File: src/rtl/cntdn_timer.sv
// MM:SS BCD countdown timer with an internal one-second prescaler and IDLE/RUN/PAUSE/DONE control.
// Latency: control inputs act at the next edge; the first decrement lands tick_div_p edges after start.
// Backpressure: none. Inputs are level requests sampled every cycle, and load_i overrides start_i and pause_i.
module cntdn_timer #(
    parameter int tick_div_p = 50000000
) (
    input  logic        clk_i,
    input  logic        nRst_i,
    input  logic        load_i,
    input  logic [15:0] preset_i,
    input  logic        start_i,
    input  logic        pause_i,
    output logic [15:0] digits_o,
    output logic        running_o,
    output logic        done_o,
    output logic        expired_o
);

    localparam int PW = (tick_div_p > 2) ? $clog2(tick_div_p) : 1;
    localparam logic [PW-1:0] PRESC_LAST = PW'(tick_div_p - 1);

    typedef enum logic [1:0] {
        IDLE  = 2'd0,
        RUN   = 2'd1,
        PAUSE = 2'd2,
        DONE  = 2'd3
    } state_t;

    state_t        state;
    logic [15:0]   digits;
    logic [PW-1:0] presc;
    logic          expired;

    logic [15:0]   preset_clamped;
    logic [15:0]   digits_dec;
    logic          tick;

    function automatic logic [3:0] clamp_digit(input logic [3:0] d, input logic [3:0] max_d);
        return (d > max_d) ? max_d : d;
    endfunction

    always_comb begin
        preset_clamped = {clamp_digit(preset_i[15:12], 4'd5), clamp_digit(preset_i[11:8], 4'd9),
                          clamp_digit(preset_i[7:4],   4'd5), clamp_digit(preset_i[3:0],  4'd9)};
    end

    // Borrow ripples upward: a digit moves only when every digit below it is zero.
    always_comb begin
        digits_dec = digits;
        digits_dec[3:0] = (digits[3:0] == 4'd0) ? 4'd9 : digits[3:0] - 4'd1;
        if (digits[3:0] == 4'd0) begin
            digits_dec[7:4] = (digits[7:4] == 4'd0) ? 4'd5 : digits[7:4] - 4'd1;
            if (digits[7:4] == 4'd0) begin
                digits_dec[11:8] = (digits[11:8] == 4'd0) ? 4'd9 : digits[11:8] - 4'd1;
                if (digits[11:8] == 4'd0 && digits[15:12] != 4'd0) begin
                    digits_dec[15:12] = digits[15:12] - 4'd1;
                end
            end
        end
    end

    assign tick = (state == RUN) && (presc == PRESC_LAST);

    always_ff @(posedge clk_i or negedge nRst_i) begin
        if (!nRst_i) begin
            state   <= IDLE;
            digits  <= 16'h0000;
            presc   <= '0;
            expired <= 1'b0;
        end else begin
            expired <= 1'b0;
            if (load_i) begin
                state  <= IDLE;
                digits <= preset_clamped;
                presc  <= '0;
            end else begin
                case (state)
                    IDLE: begin
                        if (start_i && digits != 16'h0000) begin
                            state <= RUN;
                            presc <= '0;
                        end
                    end
                    RUN: begin
                        presc <= tick ? '0 : presc + PW'(1);
                        if (tick) begin
                            digits <= digits_dec;
                            if (digits_dec == 16'h0000) begin
                                state   <= DONE;
                                expired <= 1'b1;
                            end else if (pause_i) begin
                                state <= PAUSE;
                            end
                        end else if (pause_i) begin
                            state <= PAUSE;
                        end
                    end
                    PAUSE: begin
                        // Prescaler is left alone so the partial second survives the pause.
                        if (start_i && !pause_i) begin
                            state <= RUN;
                        end
                    end
                    DONE: begin
                        state <= DONE;
                    end
                    default: state <= IDLE;
                endcase
            end
        end
    end

    assign digits_o  = digits;
    assign running_o = (state == RUN);
    assign done_o    = (state == DONE);
    assign expired_o = expired;

endmodule

File: config.mk
export PLATFORM = sky130hd
export DESIGN_NAME = cntdn_timer
export DESIGN_NICKNAME = d
export VERILOG_FILES = /design/src/rtl/cntdn_timer.sv
export SDC_FILE = /design/constraint.sdc
export NUM_CORES = 1
export LEC_CHECK = 0
export ABC_AREA = 1
export CAP_MARGIN = 10
export CELL_PAD_IN_SITES_DETAIL_PLACEMENT = 1
export CELL_PAD_IN_SITES_GLOBAL_PLACEMENT = 1
export CORE_MARGIN = 1.5
export CORE_UTILIZATION = 30
export DETAILED_ROUTE_END_ITERATION = 6
export GPL_TIMING_DRIVEN = 0
export MAX_ROUTING_LAYER = met4
export PLACE_DENSITY_LB_ADDON = 0.1
export SLEW_MARGIN = 20
export SYNTH_ARGS = -nofsm -noshare
export SYNTH_HDL_FRONTEND = slang
export SYNTH_SLANG_ARGS = --single-unit
File: constraint.sdc
create_clock -name clk_i -period 4.1 [get_ports clk_i]
set_input_delay 0.82 -clock clk_i [delete_from_list [all_inputs] [get_ports clk_i]]
set_output_delay 0.82 -clock clk_i [all_outputs]
set_load 0.005 [all_outputs]
==> results of run 1 <==
[per-stage QoR]
step,std cells,setup WS [ns]
after floorplan,460,2.25
after global placement,635,0.659
after detailed placement,635,1.09
after CTS,643,0.951
after global routing,643,0.829
final,643,0.999
[worst reg2reg max path, stage by stage (launching register included)]
cell and delay (ns):
dfrtp_1 0.41, ha_1 0.30, nand3_4 0.18, nor2_4 0.15, nand2_2 0.10, nor3_4 0.44
nor2_2 0.11, clkinv_2 0.15, buf_6 0.17, o21ai_0 0.10
[final cells by class]
type                       instances  area [um2]  share of cell area
inverter                          58         219              0.0573
multi-input combinational        346        1770               0.463
clock buffer                       6        72.6              0.0190
buffer                            11        68.8              0.0180
clock inverter                     2        10.0             0.00262
timing repair buffer              39         388               0.101
sequential                        45        1130               0.295
tap                              136         170              0.0445
[synth_stat cells (all sizes together), types with 2 or more instances]
library cell / n
nand2: 129
nor2: 65
inv: 56
nand3: 47
dfrtp: 45
o21ai: 36
nand4: 16
nor3: 14
xor2: 13
a21oi: 8
buf: 7
clkbuf: 4
a22oi: 3
clkinv: 2
ha: 2
o211ai: 2
o31ai: 2
[registers in the layout (all words and copies together), names as in the netlist]
| signal | flops |
|---|---|
| presc | 26 |
| expired_o | 1 |
| state | 2 |
| digits_o | 16 |
[how the worst min path moves through the flow]
stage                    from           end
floorplan           presc[25]     presc[25]
finish                 nRst_i  digits_o[14]
CTS                 presc[25]     presc[25]
global placement    presc[25]     presc[25]
detailed placement  presc[25]     presc[25]
global route         presc[1]      presc[1]
[report_power, final]
part	total [W]	switching [W]	leakage, nW	internal [W]
sequential	0.000491	0.0000266	0.603	0.000464
combinational	0.000236	0.000140	1.09	0.0000955
clock	0.000290	0.000172	0.0450	0.000119
total	0.00102	0.000338	1.74	0.000678
[kinds of logic after synthesis]
group / after synthesis / synth area share
simple gates: 275 / 0.399
buf+inv: 69 / 0.0904
compound gates: 55 / 0.110
flops: 45 / 0.354
xor+xnor: 14 / 0.0385
fa+ha+maj: 2 / 0.00786
[placed cells by master (no fill, tap or decap), drive strengths merged]
cell type,synthesis,routed
a22oi,3,3
a31oi,1,1
or2,1,1
nor3b,1,1
ha,2,2
nor4,1,1
o21ai,36,36
xnor2,1,1
clkdlybuf4s50,0,38
a211oi,1,1
nor3,14,14
o22ai,1,1
o31ai,2,2
buf,7,8
nand3b,1,1
a21oi,8,8
clkinv,2,4
nand4,16,16
nor2,65,65
o32ai,1,1
dfrtp,45,45
xor2,13,13
nand2,129,129
inv,56,56
o211ai,2,2
nand3,47,47
clkbuf,4,10
[metal layers]
metal,GRT usage,vias to the layer above,routed length (um)
met2,0.321,43,4540
met1,0.290,1539,5500
met5,-,-,0
met3,0.0227,10,259
met4,0.0347,0,93
li1,-,1577,-
==> impl_metrics.csv, run 1 <==
group,metric,value,unit
floorplan,die_height,106,um
floorplan,coreArea,10300,um2
placed_design,port_buffers,39,
sta,fin_setup_tns,0,ns
detailed_routing,routed_wl,10400,um
final_layout,final_layout_size_suffix_gt1_frac,0.0947,
critical_path,rr_endpoint,"digits_o[15]",
final_layout,nets,529,
synth,netlist.area_leader.share,0.354,
cts,clkSlewWorstSetupHoldPaths,0.09,ns
critical_path,rr_startpoint,"presc[0]",
critical_path,critical_path.endpoint,"running_o",
critical_path,end_kind,"output pin",
synth,synthArstFlopShare,1.00,
critical_path,cpMaxStageDelayCell,"clkdlybuf4s50_1",
detailed_routing,vias,3169,
cts,clock-root-buffer,"clkbuf_8",
sta,drv_slew,0,
critical_path,worstSetupStartpointType,"register",
critical_path,worst-r2r-setup-slack,1.89,ns
sta,hold_viol_final,0,
sta,skew,0.0107,ns
pwr,p_per_area,266,nW/um2
pwr,irDropWorstVdd,0.000138,V
run,maxCapViolations,0,
final_layout,fillers,1317,
floorplan,die_area,11200,um2
critical_path,cp_max_fo,10,
floorplan,dieWidth,106,um
synth,synth_cell_types,44,
detailed_routing,avgRoutedWirePerCell,16.2,um
cts,numCtsBuffers,5,
critical_path,reg2regPathDepth,9,
placed_design,dp_hpwl,7900,um
detailed_routing,first_pass_iters,4,
synth,synth-main-ff-cell,"dfrtp_1",
detailed_routing,drtIter0Drc,139,
critical_path,crit_start,"state[1]",
critical_path,cp_common_cell,"inv_1",
cts,cts_resized,0,
critical_path,cp.arrival,2.28,ns
critical_path,cp_top_family,"buffers and inverters",
placed_design,placed_area,3740,um2
global_routing,grt-ovfl-total,0,
synth,syn_inst,460,
cts,cts_num_sinks,45,
pwr,finalPower,0.00102,W
critical_path,crit_cells,5,
sta,rsz0062_at_grt,"no",
cts,clk_latency,0.31,ns
final_layout,post-route-util,0.370,
synth,synthTopCellsByArea,"dfrtp_1, nand2_1, nand3_1, nor2_1, inv_1",
detailed_routing,viasPerCell,4.93,
pwr,p_leak,1.74,nW
min_path,hp-class,"in2async",
sta,whs,0.526,ns
final_layout,area_growth,20.1,%
synth,ys_ff_latch,45,
synth,synth.avg_cell_area,6.92,um2
cts,cts_tree,"yes",
sta,setup_viol,0,
cts,cts-hold-fix-buffers,0,
floorplan,rows,37,
floorplan,start_util,0.308,
global_routing,grt_start_max_net_pins,46,
sta,fin_crit_sh,0.756,
final_layout,num_antenna_cells,0,
global_routing,grt_usage,0.205,
critical_path,cp_cell_sequence,"inv_1, nand2_2, inv_1, buf_1, clkdlybuf4s50_1",
final_layout,final_area,3820,um2
critical_path,worstSetupPathType,"reg2out",
global_routing,grt_pass1_vias,3363,
detailed_routing,drcViolationCount,0,
cts,cts.path.max_buffers,2,
sta,fin_crit,3.10,ns
synth,synth_edf_count,0,
synth,synth_seq_area_share,0.354,
critical_path,crit_required,3.28,ns
sta,maxSlewHeadroom,0.552,
global_routing,grt_pass1_wl,17700,um
sta,tightestPinTransition,0.672,ns
cts,post_cts_buffers,0,
detailed_routing,ant_nets,0,
sta,max_freq,0.322,GHz
synth,synth_top_cell_by_area,"dfrtp_1",
floorplan,ios,40,
critical_path,max_stage_delay,0.61,ns
synth,syn-num-nets,483,
global_routing,antenna_found_initial,0,
cts,cts.htree.levels,2,
synth,yosysWarningCount,0,
critical_path,crit_buf_inv,4,
synth,synth_area,3180,um2
placed_design,routabilityCongestion,0.874,
outcome,status,"finished, final reports clean",
Power figures use the tool's default switching activity.
==> inputs of run 2 (changes only) <==
==> constraint.sdc (replaced) <==
create_clock -name clk_i -period 2.9 [get_ports clk_i]
set_input_delay 0.58 -clock clk_i [delete_from_list [all_inputs] [get_ports clk_i]]
set_output_delay 0.58 -clock clk_i [all_outputs]
set_load 0.005 [all_outputs]
==> run 2 against run 1 <==
Compared with the run above:
- critical path depth did not move
- via count barely moved
- hold slack got worse by 0.23 ns
- clock skew did not move
- final area barely moved
- first-iteration DRC count did not move
- largest power group unchanged
- critical path type unchanged
- clock power rose by 42%
- sequential cell count did not move
- worst setup slack got worse by 0.73 ns
- sequential share of layout area barely moved
- register-to-register slack got worse by 1.2 ns
==> impl_metrics.csv, run 2 (synthesized netlist as in run 1, its figures left out) <==
group,metric,value,unit
outcome,status,"finished, final reports clean",
final_layout,multi_input_area,1770,um2
placed_design,dp.cells,635,
detailed_routing,routed_wl,10400,um
critical_path,worstSetupStartpointType,"register",
run,maxCapViolations,0,
final_layout,largest_reg_flops,26,
critical_path,rr_startpoint,"presc[0]",
floorplan,ios,40,
global_routing,grt_usage,0.205,
cts,numCtsBuffers,5,
floorplan,coreArea,10300,um2
global_routing,antenna_found_initial,0,
critical_path,cp_max_fo,10,
pwr,p_leak,1.74,nW
detailed_routing,vias,3168,
final_layout,regArea,1130,um2
global_routing,grt_pass1_vias,3363,
placed_design,dp_hpwl,7900,um
cts,cts_tree,"yes",
global_routing,grt-ovfl-total,0,
sta,maxSlewHeadroom,0.552,
pwr,irDropWorstVdd,0.000195,V
final_layout,final_common_cell,"nand2_1",
final_layout,fin_cells,643,
final_layout,nets,529,
detailed_routing,drtIter0Drc,139,
sta,fin_crit_sh,0.906,
final_layout,layout_common_cells,"nand2_1, nor2_1, inv_1",
sta,fin_crit,2.63,ns
detailed_routing,first_pass_iters,4,
floorplan,dieWidth,106,um
floorplan,rows,37,
cts,cts.htree.levels,2,
final_layout,regMostFlops,"presc",
cts,cts_num_sinks,45,
global_routing,grt_start_max_net_pins,46,
detailed_routing,viasPerCell,4.93,
placed_design,port_buffers,39,
pwr,p_per_area,376,nW/um2
cts,clk_latency,0.31,ns
final_layout,fillers,1318,
critical_path,rr_endpoint,"digits_o[15]",
global_routing,grt_pass1_wl,17700,um
sta,hold_viol_final,0,
min_path,hp-class,"in2async",
detailed_routing,drcViolationCount,0,
cts,clock-root-buffer,"clkbuf_8",
critical_path,cp.arrival,2.05,ns
detailed_routing,avgRoutedWirePerCell,16.2,um
sta,drv_slew,0,
critical_path,end_kind,"output pin",
critical_path,worst-r2r-setup-slack,0.69,ns
final_layout,post-route-util,0.371,
critical_path,reg2regPathDepth,9,
sta,setup_viol,0,
sta,max_freq,0.381,GHz
floorplan,die_height,106,um
floorplan,start_util,0.308,
critical_path,crit_required,2.32,ns
detailed_routing,wl_met3,259,um
placed_design,routabilityCongestion,0.874,
detailed_routing,ant_nets,0,
cts,cts.path.max_buffers,2,
floorplan,die_area,11200,um2
sta,rsz0062_at_grt,"no",
sta,whs,0.292,ns
sta,tightestPinTransition,0.672,ns
detailed_routing,highest_layer,"met4",
final_layout,area_growth,20.2,%
detailed_routing,dr_wl_met2,4540,um
cts,post_cts_buffers,0,
critical_path,worstSetupPathType,"reg2out",
sta,skew,0.0107,ns
final_layout,num_antenna_cells,0,
detailed_routing,wl_met1,5500,um
cts,clkSlewWorstSetupHoldPaths,0.09,ns
final_layout,final_layout_size_suffix_gt1_frac,0.0966,
==> run 2: changes by cell type in the layout (fill, tap and decap cells not counted) <==
cell,delta
buf_1,-1
buf_2,+1
==> run 2: through the flow <==
| stage | area, um2 | setup slack, ns | total power, W | TNS (ns) |
|---|---|---|---|---|
| 2_1_floorplan | 3180 | 1.18 | 0.000876 | 0 |
| 3_3_place_gp | 3740 | -0.301 | 0.00104 | -13.43 |
| 3_5_place_dp | 3740 | 0.125 | 0.00104 | 0 |
| 4_1_cts | 3820 | 0.239 | 0.00146 | 0 |
| 5_1_grt | 3820 | 0.124 | 0.00153 | 0 |
| 6_report | 3820 | 0.274 | 0.00144 | 0 |
==> run 2: worst max-delay path: stages (launching register included) <==
cell             delay (ns)
dfrtp_1                0.44
inv_1                  0.15
nand2_2                0.13
inv_1                  0.18
buf_2                  0.28
clkdlybuf4s50_1        0.55
==> run 2: layer usage <==
layer / up-vias / global-route usage
met1: 1538 / 0.290
met4: 0 / 0.0347
li1: 1577 / -
met2: 43 / 0.321
met3: 10 / 0.0227
met5: - / -
==> run 2: timing repair <==
action / CTS / global route
setup endpoints to repair: 1 / 0
resized for setup: 1 / 0
endpoints found under the hold margin: 0 / 0
hold buffers: 0 / 0
==> run 2: area by class of cell <==
type	count	area share
Buffer	11	0.0183
Clock buffer	6	0.0190
Clock inverter	2	0.00262
Inverter	58	0.0572
Multi-Input combinational cell	346	0.463
Sequential cell	45	0.294
Tap cell	136	0.0445
Timing Repair Buffer	39	0.101
==> run 2: worst max path at each step <==
stage	from	end	cells past startpoint	slack (ns)
floorplan	presc[0]	digits_o[5]	9	1.18
global placement	nRst_i	presc[14]	1	-0.30
detailed placement	load_i	digits_o[6]	6	0.13
CTS	state[1]	running_o	5	0.24
global route	state[1]	running_o	5	0.12
finish	state[1]	running_o	5	0.27
==> run 2: power breakdown <==
part	switching, W	total [W]	internal (W)
combinational	0.000198	0.000334	0.000135
clock	0.000243	0.000411	0.000168
sequential	0.0000376	0.000694	0.000656
total	0.000478	0.00144	0.000960
